File: config.mk
export PLATFORM = sky130hd
export DESIGN_NAME = hazard_forward_unit
export DESIGN_NICKNAME = d
export VERILOG_FILES = /design/src/rtl/pipe_ctrl_pkg.sv /design/src/rtl/stage_tag_reg.sv /design/src/rtl/hazard_forward_unit.sv
export SDC_FILE = /design/constraint.sdc
export NUM_CORES = 1
export LEC_CHECK = 0
export BUFFER_PORTS_ARGS = -buffer_cell sky130_fd_sc_hd__buf_2
export CAP_MARGIN = 20
export CORE_MARGIN = 4
export CORE_UTILIZATION = 29
export DETAILED_ROUTE_END_ITERATION = 6
export HOLD_SLACK_MARGIN = 0.1
export RECOVER_POWER = 50
export SLEW_MARGIN = 20
export SYNTH_ARGS = -nofsm -noshare
export SYNTH_HDL_FRONTEND = slang
export SYNTH_SLANG_ARGS = --single-unit
File: constraint.sdc
create_clock -name clk -period 1.95 [get_ports clk]
set_input_delay 0.2925 -clock clk [delete_from_list [all_inputs] [get_ports clk]]
set_output_delay 0.2925 -clock clk [all_outputs]
set_load 0.01 [all_outputs]
File: src/rtl/pipe_ctrl_pkg.sv
// ============================================================================
// pipe_ctrl_pkg : shared types and helpers for the pipeline hazard controller
// Revision      : 1.0
// ============================================================================
`default_nettype none

package pipe_ctrl_pkg;

    typedef enum logic [1:0] {
        FWD_RF    = 2'b00,
        FWD_EXMEM = 2'b01,
        FWD_MEMWB = 2'b10
    } fwd_sel_e;

    typedef struct packed {
        logic       valid;
        logic [4:0] rd;
        logic       regwrite;
        logic       memread;
    } stage_tag_t;

    localparam logic [4:0] REG_ZERO = 5'd0;

    // True when the stage will commit a real write to register src.
    function automatic logic tag_writes(input stage_tag_t t, input logic [4:0] src);
        return t.valid && t.regwrite && (t.rd != REG_ZERO) && (t.rd == src);
    endfunction

    function automatic fwd_sel_e pick_fwd(input logic uses, input stage_tag_t mem_t,
                                          input stage_tag_t wb_t, input logic [4:0] src);
        if (uses && tag_writes(mem_t, src))
            return FWD_EXMEM;
        else if (uses && tag_writes(wb_t, src))
            return FWD_MEMWB;
        return FWD_RF;
    endfunction

endpackage

`default_nettype wire

File: src/rtl/stage_tag_reg.sv
// ============================================================================
// stage_tag_reg : one pipeline tag record with hold, bubble and async clear
// Revision      : 1.0
// ============================================================================
`default_nettype none

module stage_tag_reg
    import pipe_ctrl_pkg::*;
(
    input  logic       clk,
    input  logic       rst_n,
    input  logic       hold,
    input  logic       bubble,
    input  stage_tag_t d,
    output stage_tag_t q
);

    always_ff @(posedge clk or negedge rst_n) begin
        if (!rst_n)
            q <= '0;
        else if (!hold)
            q <= bubble ? '0 : d;
    end

endmodule

`default_nettype wire

File: src/rtl/hazard_forward_unit.sv
// ============================================================================
// hazard_forward_unit : stall/flush/forward control for the 32x32 register file
// Optional macro HAZARD_STATS_EN adds stall/flush/freeze event counters.
// Revision : 1.0
// ============================================================================
`default_nettype none

module hazard_forward_unit
    import pipe_ctrl_pkg::*;
#(
    parameter int XLEN = 32
) (
    input  logic            clk,
    input  logic            rst_n,
    input  logic            id_valid,
    input  logic [4:0]      id_rs1,
    input  logic [4:0]      id_rs2,
    input  logic            id_use_rs1,
    input  logic            id_use_rs2,
    input  logic [4:0]      id_rd,
    input  logic            id_regwrite,
    input  logic            id_memread,
    input  logic            ex_branch_taken,
    input  logic            mem_busy,
    output logic            pc_en,
    output logic            ifid_en,
    output logic            idex_bubble,
    output logic            ifid_flush,
    output logic [1:0]      ex_fwd_a,
    output logic [1:0]      ex_fwd_b,
    output logic            id_byp_a,
    output logic            id_byp_b,
    output logic            wb_regwrite,
    output logic [4:0]      wb_rd
`ifdef HAZARD_STATS_EN
    ,
    output logic [XLEN-1:0] stall_cnt,
    output logic [XLEN-1:0] flush_cnt,
    output logic [XLEN-1:0] freeze_cnt
`endif
);

    stage_tag_t w_id_tag;
    stage_tag_t r_ex;
    stage_tag_t r_mem;
    stage_tag_t r_wb;
    logic [4:0] r_ex_rs1;
    logic [4:0] r_ex_rs2;
    logic       r_ex_use1;
    logic       r_ex_use2;

    logic w_freeze;
    logic w_flush;
    logic w_load_use;
    logic w_stall;
    logic w_bubble;
    logic w_unused_memread;

    generate
        if (XLEN < 1) begin : g_xlen_check
            $error("XLEN must be at least 1");
        end
    endgenerate

    assign w_id_tag = '{valid: id_valid, rd: id_rd, regwrite: id_regwrite, memread: id_memread};

    // Priority: freeze > flush > load-use stall.
    assign w_freeze   = mem_busy;
    assign w_flush    = !w_freeze && ex_branch_taken;
    assign w_load_use = r_ex.valid && r_ex.memread && (r_ex.rd != REG_ZERO) && id_valid &&
                        ((id_use_rs1 && (id_rs1 == r_ex.rd)) || (id_use_rs2 && (id_rs2 == r_ex.rd)));
    assign w_stall    = !w_freeze && !w_flush && w_load_use;
    assign w_bubble   = w_flush || w_stall;

    assign pc_en       = !(w_freeze || w_stall);
    assign ifid_en     = !(w_freeze || w_stall);
    assign idex_bubble = w_bubble;
    assign ifid_flush  = w_flush;

    stage_tag_reg u_ex_tag (
        .clk    (clk),
        .rst_n  (rst_n),
        .hold   (w_freeze),
        .bubble (w_bubble),
        .d      (w_id_tag),
        .q      (r_ex)
    );

    stage_tag_reg u_mem_tag (
        .clk    (clk),
        .rst_n  (rst_n),
        .hold   (w_freeze),
        .bubble (1'b0),
        .d      (r_ex),
        .q      (r_mem)
    );

    stage_tag_reg u_wb_tag (
        .clk    (clk),
        .rst_n  (rst_n),
        .hold   (w_freeze),
        .bubble (1'b0),
        .d      (r_mem),
        .q      (r_wb)
    );

    // Source fields are cleared on a bubble so a NOP never requests forwarding.
    always_ff @(posedge clk or negedge rst_n) begin
        if (!rst_n) begin
            r_ex_rs1  <= REG_ZERO;
            r_ex_rs2  <= REG_ZERO;
            r_ex_use1 <= 1'b0;
            r_ex_use2 <= 1'b0;
        end else if (!w_freeze) begin
            r_ex_rs1  <= w_bubble ? REG_ZERO : id_rs1;
            r_ex_rs2  <= w_bubble ? REG_ZERO : id_rs2;
            r_ex_use1 <= w_bubble ? 1'b0 : id_use_rs1;
            r_ex_use2 <= w_bubble ? 1'b0 : id_use_rs2;
        end
    end

    assign ex_fwd_a = pick_fwd(r_ex_use1, r_mem, r_wb, r_ex_rs1);
    assign ex_fwd_b = pick_fwd(r_ex_use2, r_mem, r_wb, r_ex_rs2);

    assign wb_regwrite = r_wb.valid && r_wb.regwrite && (r_wb.rd != REG_ZERO);
    assign wb_rd       = r_wb.rd;
    assign id_byp_a    = wb_regwrite && (r_wb.rd == id_rs1);
    assign id_byp_b    = wb_regwrite && (r_wb.rd == id_rs2);

    assign w_unused_memread = r_wb.memread;

`ifdef HAZARD_STATS_EN
    always_ff @(posedge clk or negedge rst_n) begin
        if (!rst_n) begin
            stall_cnt  <= '0;
            flush_cnt  <= '0;
            freeze_cnt <= '0;
        end else begin
            if (w_stall)  stall_cnt  <= stall_cnt + 1'b1;
            if (w_flush)  flush_cnt  <= flush_cnt + 1'b1;
            if (w_freeze) freeze_cnt <= freeze_cnt + 1'b1;
        end
    end
`endif

endmodule

`default_nettype wire

==> parameters.txt, run 1 <==
Parameter                              Value

Worst hold path
  Class of the worst hold path    input pin to async pin

STA
  Slew at the pin with the worst max-slew slack    912.6 ps
  Crit share post-route    108.2%
  Minimum clock period after layout    2110 ps
  RSZ-0062 raised after global routing    yes
  Worst setup slack after layout    -160.1 ps
  Final slew viol count    0
  Worst relative slew slack    39.16%
  Setup violators final    10
  Clk_skew    3.776 ps
  Count of final hold-check violations    0
  Sum Neg Setup Slack    -889.7 ps
  Achievable Freq    473.9 MHz

Global routing
  Initial antenna violation count    0
  Global-route usage over all layers    13.92%
  Grt total ovfl    0
  First-pass GRT wire length    9.666 mm
  Largest net degree at the start of global routing    39
  Number of global-route vias before repair    1782

Route
  Total number of vias    1795
  DRC violation total after the first TritonRoute iteration    67
  Avg Vias per Cell    5.085
  Routed WL    6.217 mm
  DR pass1 iterations    4
  Antenna-violating nets left    0
  Residual DRC count    0
  Routed len/inst    17.61 µm

Finish
  Final #Nets    277
  Register area    853.3 µm²
  Ratio of cells with drive above 1 in the final layout    46.85%
  Antenna diode count    0
  Fillers    749
  Syn-to-layout area delta    25.28%
  Multi-input combinational cell area    1338 µm²

Worst setup path
  Data required time at the worst endpoint    1660 ps
  Largest stage delay, worst path    510 ps
  Cell breakdown of the critical path    or4_1 -> o211ai_1 -> buf_4 -> nor3_2 -> nor3_1 -> buf_2
  Combined buffer and inverter count along the critical path    2
  Cell class contributing the biggest share of worst-path delay    simple AND/OR/NAND/NOR gates
  Largest fanout on the critical path    2
  Slowest cell on crit path    sky130_fd_sc_hd__or4_1
  Critical path startpoint category    register
  Setup Crit Path Kind    register to output pin
  Critical Path AT    1820 ps
  Crit. End Element    output pin

Outcome
  Status    finished, violations left
  Failing checks    negative setup slack

Synth
  Netlist cell types    28
  Dominant cells by area after synthesis    sky130_fd_sc_hd__dfrtp_1 38%, sky130_fd_sc_hd__a41oi_2 14%, sky130_fd_sc_hd__xnor2_1 11%
  Post-synthesis cell type with the largest combined area    sky130_fd_sc_hd__dfrtp_1
  Number of nets produced by synthesis    229
  Syn. warnings    0
  Average cell area after synthesis    10.96 µm²
  Area share of the largest cell type after synthesis    37.86%
  Count of mapped cells out of synthesis    205
  Sequential element share of the synthesized area    37.86%
  Register bit total from synthesis    34
  Combined area of all synthesized cells    2247 µm²

Clock network
  Clock buffer depth    2
  Clock Sink Count    34
  CTS root buffer    sky130_fd_sc_hd__clkbuf_8
  Clock buffers created by TritonCTS    5
  Count of H-tree levels built during CTS    2
  Clock-pin slew of the registers on the worst-case setup and hold paths    70 ps
  Worst skew pair latency    290 ps
  CTS tree    done

Die
  Floorplan Core Area    7408 µm²
  Ports    40
  Area enclosed by the die boundary    9221 µm²
  Die Y    96.03 µm
  Standard-cell row count    31
  Die X-Extent    96.03 µm
  Initial Util    30.33%

Placed design
  Dpl hpwl    4.450 mm
  Count of input and output buffers    39
  Dpl ws    49.15 ps
  Global placement routability congestion    0.8293

Pwr
  Leak Pwr    0.001172 µW
  Power per cell area    704.1 nW/µm²
  Design Power    1982 µW
  Worst supply voltage drop on vdd    0.1962 mV

Flow run
  Max capacitance violation total    0
-- routing by layer --
layer  GRT usage (%)  part of all wire [%]  vias to the layer above
met1           18.56                    44                      921
met4           2.844                  0.47                        0
met3           3.597                   5.2                        4
li1                -                     -                      828
met2           22.71                    50                       42
met5               0                     0                        -
-- metrics by stage --
stage / util (%) / std cells / cell area [µm²] / hold WS [ps]
3_5_place_dp: 34.74 / 336 / 2574 / 432.4
5_1_grt: 38.00 / 353 / 2815 / 179.4
4_1_cts: 37.21 / 350 / 2756 / 111.1
2_1_floorplan: - / 205 / 2262 / -3.091
3_3_place_gp: 34.71 / 336 / 2571 / 424.5
6_report: 38.00 / 353 / 2815 / 118.0
-- state kept, by name, summed over array words and instances (netlist names) --
signal / flops
u_ex_tag.q: 8
r_ex_use1: 1
r_ex_rs2: 5
r_ex_use2: 1
u_wb_tag.q: 7
u_mem_tag.q: 7
r_ex_rs1: 5
-- cell usage after synthesis --
master and number:
sky130_fd_sc_hd__or4_1 2, sky130_fd_sc_hd__buf_4 7, sky130_fd_sc_hd__nand2_1 23, sky130_fd_sc_hd__mux2_2 14
sky130_fd_sc_hd__buf_6 2, sky130_fd_sc_hd__inv_1 2, sky130_fd_sc_hd__a22o_1 1, sky130_fd_sc_hd__nor3_1 4
sky130_fd_sc_hd__o22ai_1 2, sky130_fd_sc_hd__o21ai_2 1, sky130_fd_sc_hd__nand3_1 4, sky130_fd_sc_hd__or3_1 1
sky130_fd_sc_hd__clkbuf_1 10, sky130_fd_sc_hd__o21a_1 1, sky130_fd_sc_hd__xnor2_1 28, sky130_fd_sc_hd__buf_2 4
sky130_fd_sc_hd__o211ai_1 2, sky130_fd_sc_hd__nor4_1 4, sky130_fd_sc_hd__xor2_1 12, sky130_fd_sc_hd__a41oi_2 19
sky130_fd_sc_hd__a2bb2oi_1 1, sky130_fd_sc_hd__nor2_1 2, sky130_fd_sc_hd__nand3b_1 1, sky130_fd_sc_hd__a21boi_0 18
sky130_fd_sc_hd__dfrtp_1 34, sky130_fd_sc_hd__o311a_4 1, sky130_fd_sc_hd__o22a_1 1, sky130_fd_sc_hd__nand4_1 4
-- layout by cell type (no fill, tap or decap), types with 2 or more instances in the layout --
cell                       netlist  layout
sky130_fd_sc_hd__a41oi_2        19      18
sky130_fd_sc_hd__xor2_1         12      12
sky130_fd_sc_hd__mux2_2         14      14
sky130_fd_sc_hd__or4_1           2       2
sky130_fd_sc_hd__xnor2_2         0       2
sky130_fd_sc_hd__a21boi_0       18      18
sky130_fd_sc_hd__o211ai_1        2       2
sky130_fd_sc_hd__dfrtp_1        34      32
sky130_fd_sc_hd__nand2_1        23      23
sky130_fd_sc_hd__nand3_1         4       4
sky130_fd_sc_hd__dfrtp_2         0       2
sky130_fd_sc_hd__xnor2_1        28      25
sky130_fd_sc_hd__buf_4           7      23
sky130_fd_sc_hd__buf_2           4      36
sky130_fd_sc_hd__nor4_1          4       2
sky130_fd_sc_hd__nor3_2          0       2
sky130_fd_sc_hd__clkbuf_2        0       2
sky130_fd_sc_hd__nand4_1         4       4
sky130_fd_sc_hd__nor3_1          4       2
sky130_fd_sc_hd__nor4_2          0       2
sky130_fd_sc_hd__clkbuf_8        0       6
-- report_power, final --
group / total, µW / switching, µW / internal [µW]
sequential: 858 / 79.9 / 778
combinational: 571 / 287 / 284
clock: 553 / 269 / 284
total: 1980 / 636 / 1350
-- worst register-to-register path, delay by kind of cell (launching register included) --
family	cells	cell delay (ps)
AOI/OAI and AO/OA	3	580
buffers and inverters	2	340
DFF	1	440
and+or+nand+nor	1	330
-- cell type report --
class / instances / area share [%]
sequential: 34 / 30.31
timing repair buffer: 64 / 14.13
clock buffer: 6 / 2.933
clock inverter: 2 / 0.4444
multi-input combinational: 146 / 47.51
tap: 99 / 4.400
inverter: 2 / 0.2667
-- final timing paths --
| check | start | endpoint | slack (ps) | cells after the start |
|---|---|---|---|---|
| min in group clk | id_regwrite | u_ex_tag.q[1]$_DFFE_PN0N_ | 330 | 3 |
| hold / removal | rst_n | u_wb_tag.q[1]$_DFFE_PN0N_ | 120 | 1 |
| hold reg to reg | u_wb_tag.q[1]$_DFFE_PN0N_ | u_wb_tag.q[1]$_DFFE_PN0N_ | 510 | 1 |
| setup / recovery | u_mem_tag.q[6]$_DFFE_PN0N_ | ex_fwd_a[1] | -160 | 6 |
| setup reg to reg | u_ex_tag.q[3]$_DFFE_PN0N_ | u_ex_tag.q[7]$_DFFE_PN0N_ | 190 | 6 |
| max in group asynchronous | rst_n | u_ex_tag.q[3]$_DFFE_PN0N_ | 1200 | 1 |
-- logic make-up after synthesis --
kind of cell           Yosys count  share of synthesized area [%]
AND/OR/NAND/NOR                 45                          9.465
buffers and inverters           25                          6.236
XOR/XNOR                        40                          15.59
flip-flops                      34                          37.86
multiplexers                    14                          7.016
AO/OA/AOI/OAI                   47                          23.83
-- timing repair --
item                                    4_1_cts  5_1_grt
pin swaps                                     9       10
hold endpoints to repair                      0        0
buffers inserted                              6        3
hold buffers                                  0        0
endpoints found under the setup margin       10       10
resized for setup                             8        5
No activity file was read; power rests on OpenSTA's default activity.
==> run 2, diff against run 1 <==
- ABC_CLOCK_PERIOD_IN_PS: not set -> 1950
- CORE_MARGIN: 4 -> 10
==> parameters.txt, run 2 (synthesized netlist as in run 1, its figures left out) <==
Parameter                              Value

Outcome
  Status    finished, violations left
  Failing checks    negative setup slack

Finish
  Flip-flop count of the largest register after layout    8 (unchanged)
  Core Util, Final    37.19% (-0.81 points)
  Most frequent standard cell in the layout excluding fill and tap cells    sky130_fd_sc_hd__buf_2
  Non-filler instance count after layout    357 (+1.1%)
  Commonest non-fill, non-tap cells in the layout    35 x sky130_fd_sc_hd__buf_2, 30 x sky130_fd_sc_hd__dfrtp_1, 24 x sky130_fd_sc_hd__xnor2_1
  Ratio of cells with drive above 1 in the final layout    47.06% (+0.21 points)
  Top Registers    u_ex_tag.q x8, u_mem_tag.q x7, u_wb_tag.q x7
  Syn-to-layout area delta    26.56%
  Antenna diode count    0 (unchanged)
  Final #Nets    278 (+0.36%)
  Register with the most flip-flops    u_ex_tag.q

Die
  Area enclosed by the die boundary    11670 µm² (+27%)
  Floorplan Core Area    7647 µm² (+3.2%)
  Die Y    108.0 µm (+12%)
  Die X-Extent    108.0 µm (+12%)
  Standard-cell row count    32 (+3.2%)
  Ports    40 (unchanged)
  Initial Util    29.38% (-0.95 points)

Worst setup path
  Critical path startpoint category    register
  Data required time at the worst endpoint    1660 ps (about the same)
  Cell class contributing the biggest share of worst-path delay    simple AND/OR/NAND/NOR gates
  Cell breakdown of the critical path    or3_4 -> o311a_4 -> nand3b_1 -> o22ai_2 -> buf_2
  Critical Path Source    u_ex_tag.q[2]$_DFFE_PN0N_
  Critical Path AT    1800 ps (-20 ps)
  Setup Crit Path Kind    register to output pin
  Crit Reg-Reg Startpoint    u_ex_tag.q[2]$_DFFE_PN0N_
  Combined buffer and inverter count along the critical path    1 (-1)
  Reg2Reg Setup Slack    170 ps (-20 ps)
  Crit. End Element    output pin
  Slowest cell on crit path    sky130_fd_sc_hd__dfrtp_1
  Largest fanout on the critical path    4 (+2)
  Largest stage delay, worst path    420 ps (-90 ps)

Global routing
  First-pass GRT wire length    10.09 mm (+4.4%)
  Grt total ovfl    0 (unchanged)
  Largest net degree at the start of global routing    35 (-10%)
  Initial antenna violation count    0 (unchanged)
  Global-route usage over all layers    10.93% (-3.0 points)
  Number of global-route vias before repair    1857 (+4.2%)

Clock network
  Clock Sink Count    34 (unchanged)
  Count of H-tree levels built during CTS    2 (unchanged)
  Clock buffer depth    2 (unchanged)
  Worst skew pair latency    290 ps (about the same)
  CTS root buffer    sky130_fd_sc_hd__clkbuf_8
  Clock-pin slew of the registers on the worst-case setup and hold paths    70 ps (about the same)
  Clock buffers created by TritonCTS    5 (unchanged)
  CTS tree    done

STA
  Crit share post-route    107.4% (-0.76 points)
  RSZ-0062 raised after global routing    yes
  Clk_skew    4.469 ps (+0.6924 ps)
  Achievable Freq    477.3 MHz (+0.71%)
  Count of final hold-check violations    0 (unchanged)
  Worst setup slack after layout    -145.3 ps (+14.80 ps)
  Worst relative slew slack    41.87% (+2.7 points)
  Minimum clock period after layout    2095 ps (-14.80 ps)
  Final slew viol count    0 (unchanged)
  Setup violators final    8 (-2)
  Slew at the pin with the worst max-slew slack    872.0 ps (-40.62 ps)

Pwr
  Design Power    2068 µW (+4.3%)
  Power per cell area    727.2 nW/µm² (+3.3%)
  Worst supply voltage drop on vdd    0.3081 mV (+57%)
  Leak Pwr    0.001191 µW (+1.6%)

Worst hold path
  Class of the worst hold path    input pin to register
  Origin of the worst min-delay path    id_rd[1]

Placed design
  Number of instances in the placed design    341 (+1.5%)
  Global placement routability congestion    0.8192 (-1.2%)
  Dpl ws    110.4 ps (+61.26 ps)
  Dpl hpwl    4.638 mm (+4.2%)
  Count of input and output buffers    39 (unchanged)

Route
  Avg Vias per Cell    5.042 (-0.85%)
  Routed WL    6.379 mm (+2.6%)
  Routed len/inst    17.87 µm (+1.5%)
  Total number of vias    1800 (+0.28%)
  DR pass1 iterations    4 (unchanged)
  DRC violation total after the first TritonRoute iteration    55 (-18%)
  Antenna-violating nets left    0 (unchanged)
  Residual DRC count    0 (unchanged)

Flow run
  Max capacitance violation total    0 (unchanged)
-- run 2: cell types whose count changed in the layout (fill, tap and decap cells not counted), sizes merged --
cell,before,now
clkinvlp,1,0
clkbuf,9,8
dlygate4sd3,0,1
clkinv,1,2
bufinv,0,1
-- run 2: cell type report --
type | instances | area, µm²
clock buffers | 5 | 68.82
clock inverters | 3 | 40.04
fillers | 745 | 4803
inverters | 2 | 7.507
multi-input cells | 146 | 1331
flip-flops and latches | 34 | 855.8
well taps | 102 | 127.6
repair buffers | 65 | 412.9
-- run 2: report_power, final --
| group | switching (µW) | total, µW | leakage, µW | internal [µW] |
|---|---|---|---|---|
| sequential | 94.9 | 874 | 0.000435 | 779 |
| combinational | 271 | 552 | 0.000698 | 280 |
| clock | 266 | 642 | 0.0000579 | 376 |
| total | 633 | 2070 | 0.00119 | 1440 |
-- run 2: final timing paths --
check,to,cells past startpoint
worst max-delay path,idex_bubble,5
worst min-delay path,u_ex_tag.q[3]$_DFFE_PN0N_,3
worst max register to register,u_ex_tag.q[7]$_DFFE_PN0N_,6
worst min register to register,u_wb_tag.q[7]$_DFFE_PN0N_,1
max in group asynchronous,u_ex_tag.q[3]$_DFFE_PN0N_,3
min in group asynchronous,u_wb_tag.q[1]$_DFFE_PN0N_,3
-- run 2: worst register-to-register path, cell delays in order, from the launching register on --
cell and delay, ps:
sky130_fd_sc_hd__dfrtp_1 420, sky130_fd_sc_hd__or3_4 380, sky130_fd_sc_hd__o311a_4 340, sky130_fd_sc_hd__buf_4 150, sky130_fd_sc_hd__buf_4 180, sky130_fd_sc_hd__a2bb2oi_1 170, sky130_fd_sc_hd__o21ai_2 80
-- run 2: layer usage --
| layer | share of wire (%) | wire (µm) | GRT usage (%) |
|---|---|---|---|
| met1 | 45 | 2850 | 13.82 |
| met2 | 48 | 3050 | 17.37 |
| met3 | 5.9 | 378 | 3.629 |
| met4 | 1.6 | 99 | 3.053 |
| met5 | 0 | 0 | 0 |
-- run 2: metrics by stage --
stage	setup TNS, ps	hold slack (ps)	instance area (µm²)
2_1_floorplan	0	-3.091	2262
3_3_place_gp	0	353.9	2603
3_5_place_dp	0	358.4	2603
4_1_cts	-1223	333.5	2773
5_1_grt	-1660	340.6	2844
6_report	-823.9	336.6	2844
-- run 2: timing repair --
item | 4_1_cts | 5_1_grt
gates resized for setup | 7 | 12
hold buffers | 1 | 0
setup endpoints to repair | 10 | 10
hold endpoints to repair | 34 | 0
setup buffers | 4 | 3
pin swaps | 11 | 9
==> run 3, diff against run 2 <==
- CTS_BUF_LIST: not set -> sky130_fd_sc_hd__clkbuf_16
- PLACE_DENSITY: not set -> 0.51
- SKIP_CTS_REPAIR_TIMING: not set -> 1
==> parameters.txt, run 3 (synthesized netlist as in run 1, its figures left out) <==
Parameter                              Value

Outcome
  Status    finished, violations left
  Failing checks    negative setup slack

Global routing
  Initial antenna violation count    0 (unchanged)
  Global-route usage over all layers    11.43% (+0.49 points)
  Grt total ovfl    0 (unchanged)
  Number of global-route vias before repair    1846 (-0.59%)
  First-pass GRT wire length    10.45 mm (+3.6%)
  Largest net degree at the start of global routing    35 (unchanged)

Worst setup path
  Data required time at the worst endpoint    1660 ps (about the same)
  Most frequent CP cell    sky130_fd_sc_hd__nor3_1
  Cell breakdown of the critical path    or4_1 -> o211ai_1 -> buf_4 -> nor3_1 -> nor3_1 -> buf_2
  Register-to-Register Path Depth    7 (+1)
  Critical Path AT    1880 ps (+80 ps)
  Setup Crit Path Kind    register to output pin
  Slowest cell on crit path    sky130_fd_sc_hd__or4_1
  Crit. End Element    output pin
  Largest fanout on the critical path    2 (-2)
  Critical path startpoint category    register
  Largest stage delay, worst path    510 ps (+90 ps)

Finish
  Final #Nets    273 (-1.8%)
  Syn-to-layout area delta    24.39%
  Top Registers    u_ex_tag.q x8, u_mem_tag.q x7, u_wb_tag.q x7
  Register with the most flip-flops    u_ex_tag.q
  Ratio of cells with drive above 1 in the final layout    42.80% (-4.3 points)
  Non-filler instance count after layout    352 (-1.4%)
  Most frequent standard cell in the layout excluding fill and tap cells    sky130_fd_sc_hd__buf_2
  Flip-flop count of the largest register after layout    8 (unchanged)
  Antenna diode count    0 (unchanged)
  Commonest non-fill, non-tap cells in the layout    35 x sky130_fd_sc_hd__buf_2, 33 x sky130_fd_sc_hd__dfrtp_1, 27 x sky130_fd_sc_hd__xnor2_1

STA
  Final slew viol count    0 (unchanged)
  Count of final hold-check violations    0 (unchanged)
  Minimum clock period after layout    2172 ps (+76.33 ps)
  Slew at the pin with the worst max-slew slack    877.5 ps (+5.500 ps)
  Crit share post-route    111.4% (+3.9 points)
  Worst setup slack after layout    -221.6 ps (-76.33 ps)
  Achievable Freq    460.5 MHz (-3.5%)
  Sum Neg Setup Slack    -1036 ps (-211.9 ps)
  Worst relative slew slack    41.50% (-0.37 points)
  RSZ-0062 raised after global routing    yes
  Clk_skew    4.532 ps (+0.06267 ps)
  Setup violators final    9 (+1)

Die
  Die Y    108.0 µm (unchanged)
  Ports    40 (unchanged)
  Die X-Extent    108.0 µm (unchanged)
  Initial Util    29.38% (unchanged)
  Area enclosed by the die boundary    11670 µm² (unchanged)
  Floorplan Core Area    7647 µm² (unchanged)
  Standard-cell row count    32 (unchanged)

Pwr
  Power per cell area    770.6 nW/µm² (+6.0%)
  Clock network fraction of total power    34.9% (+3.8 points)
  Int Pwr    1503 µW (+4.7%)
  Switching power of the nets    650.8 µW (+2.9%)
  Design Power    2154 µW (+4.1%)
  Leak Pwr    0.001181 µW (-0.86%)
  Switching fraction of total power    30.21% (-0.37 points)
  Worst supply voltage drop on vdd    0.3188 mV (+3.5%)
  Sequential share of power    39.8% (-2.5 points)
  Power share of the combinational group    25.3% (-1.4 points)

Route
  Avg Vias per Cell    4.963 (-1.6%)
  Total number of vias    1747 (-2.9%)
  DR pass1 iterations    4 (unchanged)
  Antenna-violating nets left    0 (unchanged)
  Residual DRC count    0 (unchanged)
  Routed WL    6.534 mm (+2.4%)
  DRC violation total after the first TritonRoute iteration    62 (+13%)
  Routed len/inst    18.56 µm (+3.9%)

Placed design
  Dpl ws    41.69 ps (-68.73 ps)
  Number of instances in the placed design    341 (unchanged)
  Global placement routability congestion    0.7991 (-2.5%)
  Count of input and output buffers    39 (unchanged)
  Dpl hpwl    4.887 mm (+5.4%)

Clock network
  CTS tree    done
  Clock buffer depth    2 (unchanged)
  Worst skew pair latency    280 ps (about the same)
  CTS root buffer    sky130_fd_sc_hd__clkbuf_16
  Clock-pin slew of the registers on the worst-case setup and hold paths    50 ps (-20 ps)
  Count of H-tree levels built during CTS    2 (unchanged)
  Clock Sink Count    34 (unchanged)
  Clock buffers created by TritonCTS    5 (unchanged)

Flow run
  Max capacitance violation total    0 (unchanged)

Worst hold path
  Class of the worst hold path    input pin to async pin
-- run 3: path summary, 6_finish.rpt --
check	startpoint	end	slack (ps)
worst max-delay path	u_mem_tag.q[6]$_DFFE_PN0N_	ex_fwd_a[1]	-220
worst max register to register	u_ex_tag.q[6]$_DFFE_PN0N_	r_ex_rs2[3]$_DFFE_PN0N_	200
worst min-delay path	rst_n	u_ex_tag.q[5]$_DFFE_PN0N_	120
min in group clk	id_rd[2]	u_ex_tag.q[4]$_DFFE_PN0N_	340
worst min register to register	u_ex_tag.q[1]$_DFFE_PN0N_	u_mem_tag.q[1]$_DFFE_PN0N_	500
max in group asynchronous	rst_n	u_ex_tag.q[3]$_DFFE_PN0N_	1230
-- run 3: layout make-up --
class | count | area (µm²)
clock buffer | 5 | 125.1
fill | 772 | 4852
timing repair buffer | 60 | 361.6
clock inverter | 3 | 12.51
tap | 102 | 127.6
sequential | 34 | 852.1
inverter | 2 | 7.507
multi-input combinational | 146 | 1309
-- run 3: layer usage --
metal	share of wire [%]	GRT usage [%]
met1	47	15.78
met2	46	16.90
met3	6.2	3.688
met4	0.49	2.481
met5	0	0
-- run 3: worst max-delay path: cells and delay by family (launching register included) --
family                 cells  cell delay, ps
buffers and inverters      2             320
and+or+nand+nor            3             720
AOI/OAI and AO/OA          1             190
DFF                        1             370
-- run 3: power by group through the flow --
stage	registers (µW)	logic (µW)	clock network, µW
2_1_floorplan	846	375	0
3_3_place_gp	868	536	0
3_5_place_dp	870	539	0
4_1_cts	857	540	774
5_1_grt	868	603	800
6_report	857	546	751
-- run 3: metrics by stage --
| stage | util, % | cell area (µm²) | hold slack, ps |
|---|---|---|---|
| after detailed placement | 34.03 | 2603 | 433.5 |
| final | 36.55 | 2795 | 122.5 |
| after CTS | 35.83 | 2740 | 126.6 |
| after floorplan | - | 2262 | -3.091 |
| after global placement | 34.03 | 2603 | 433.7 |
| after global routing | 36.55 | 2795 | 208.6 |
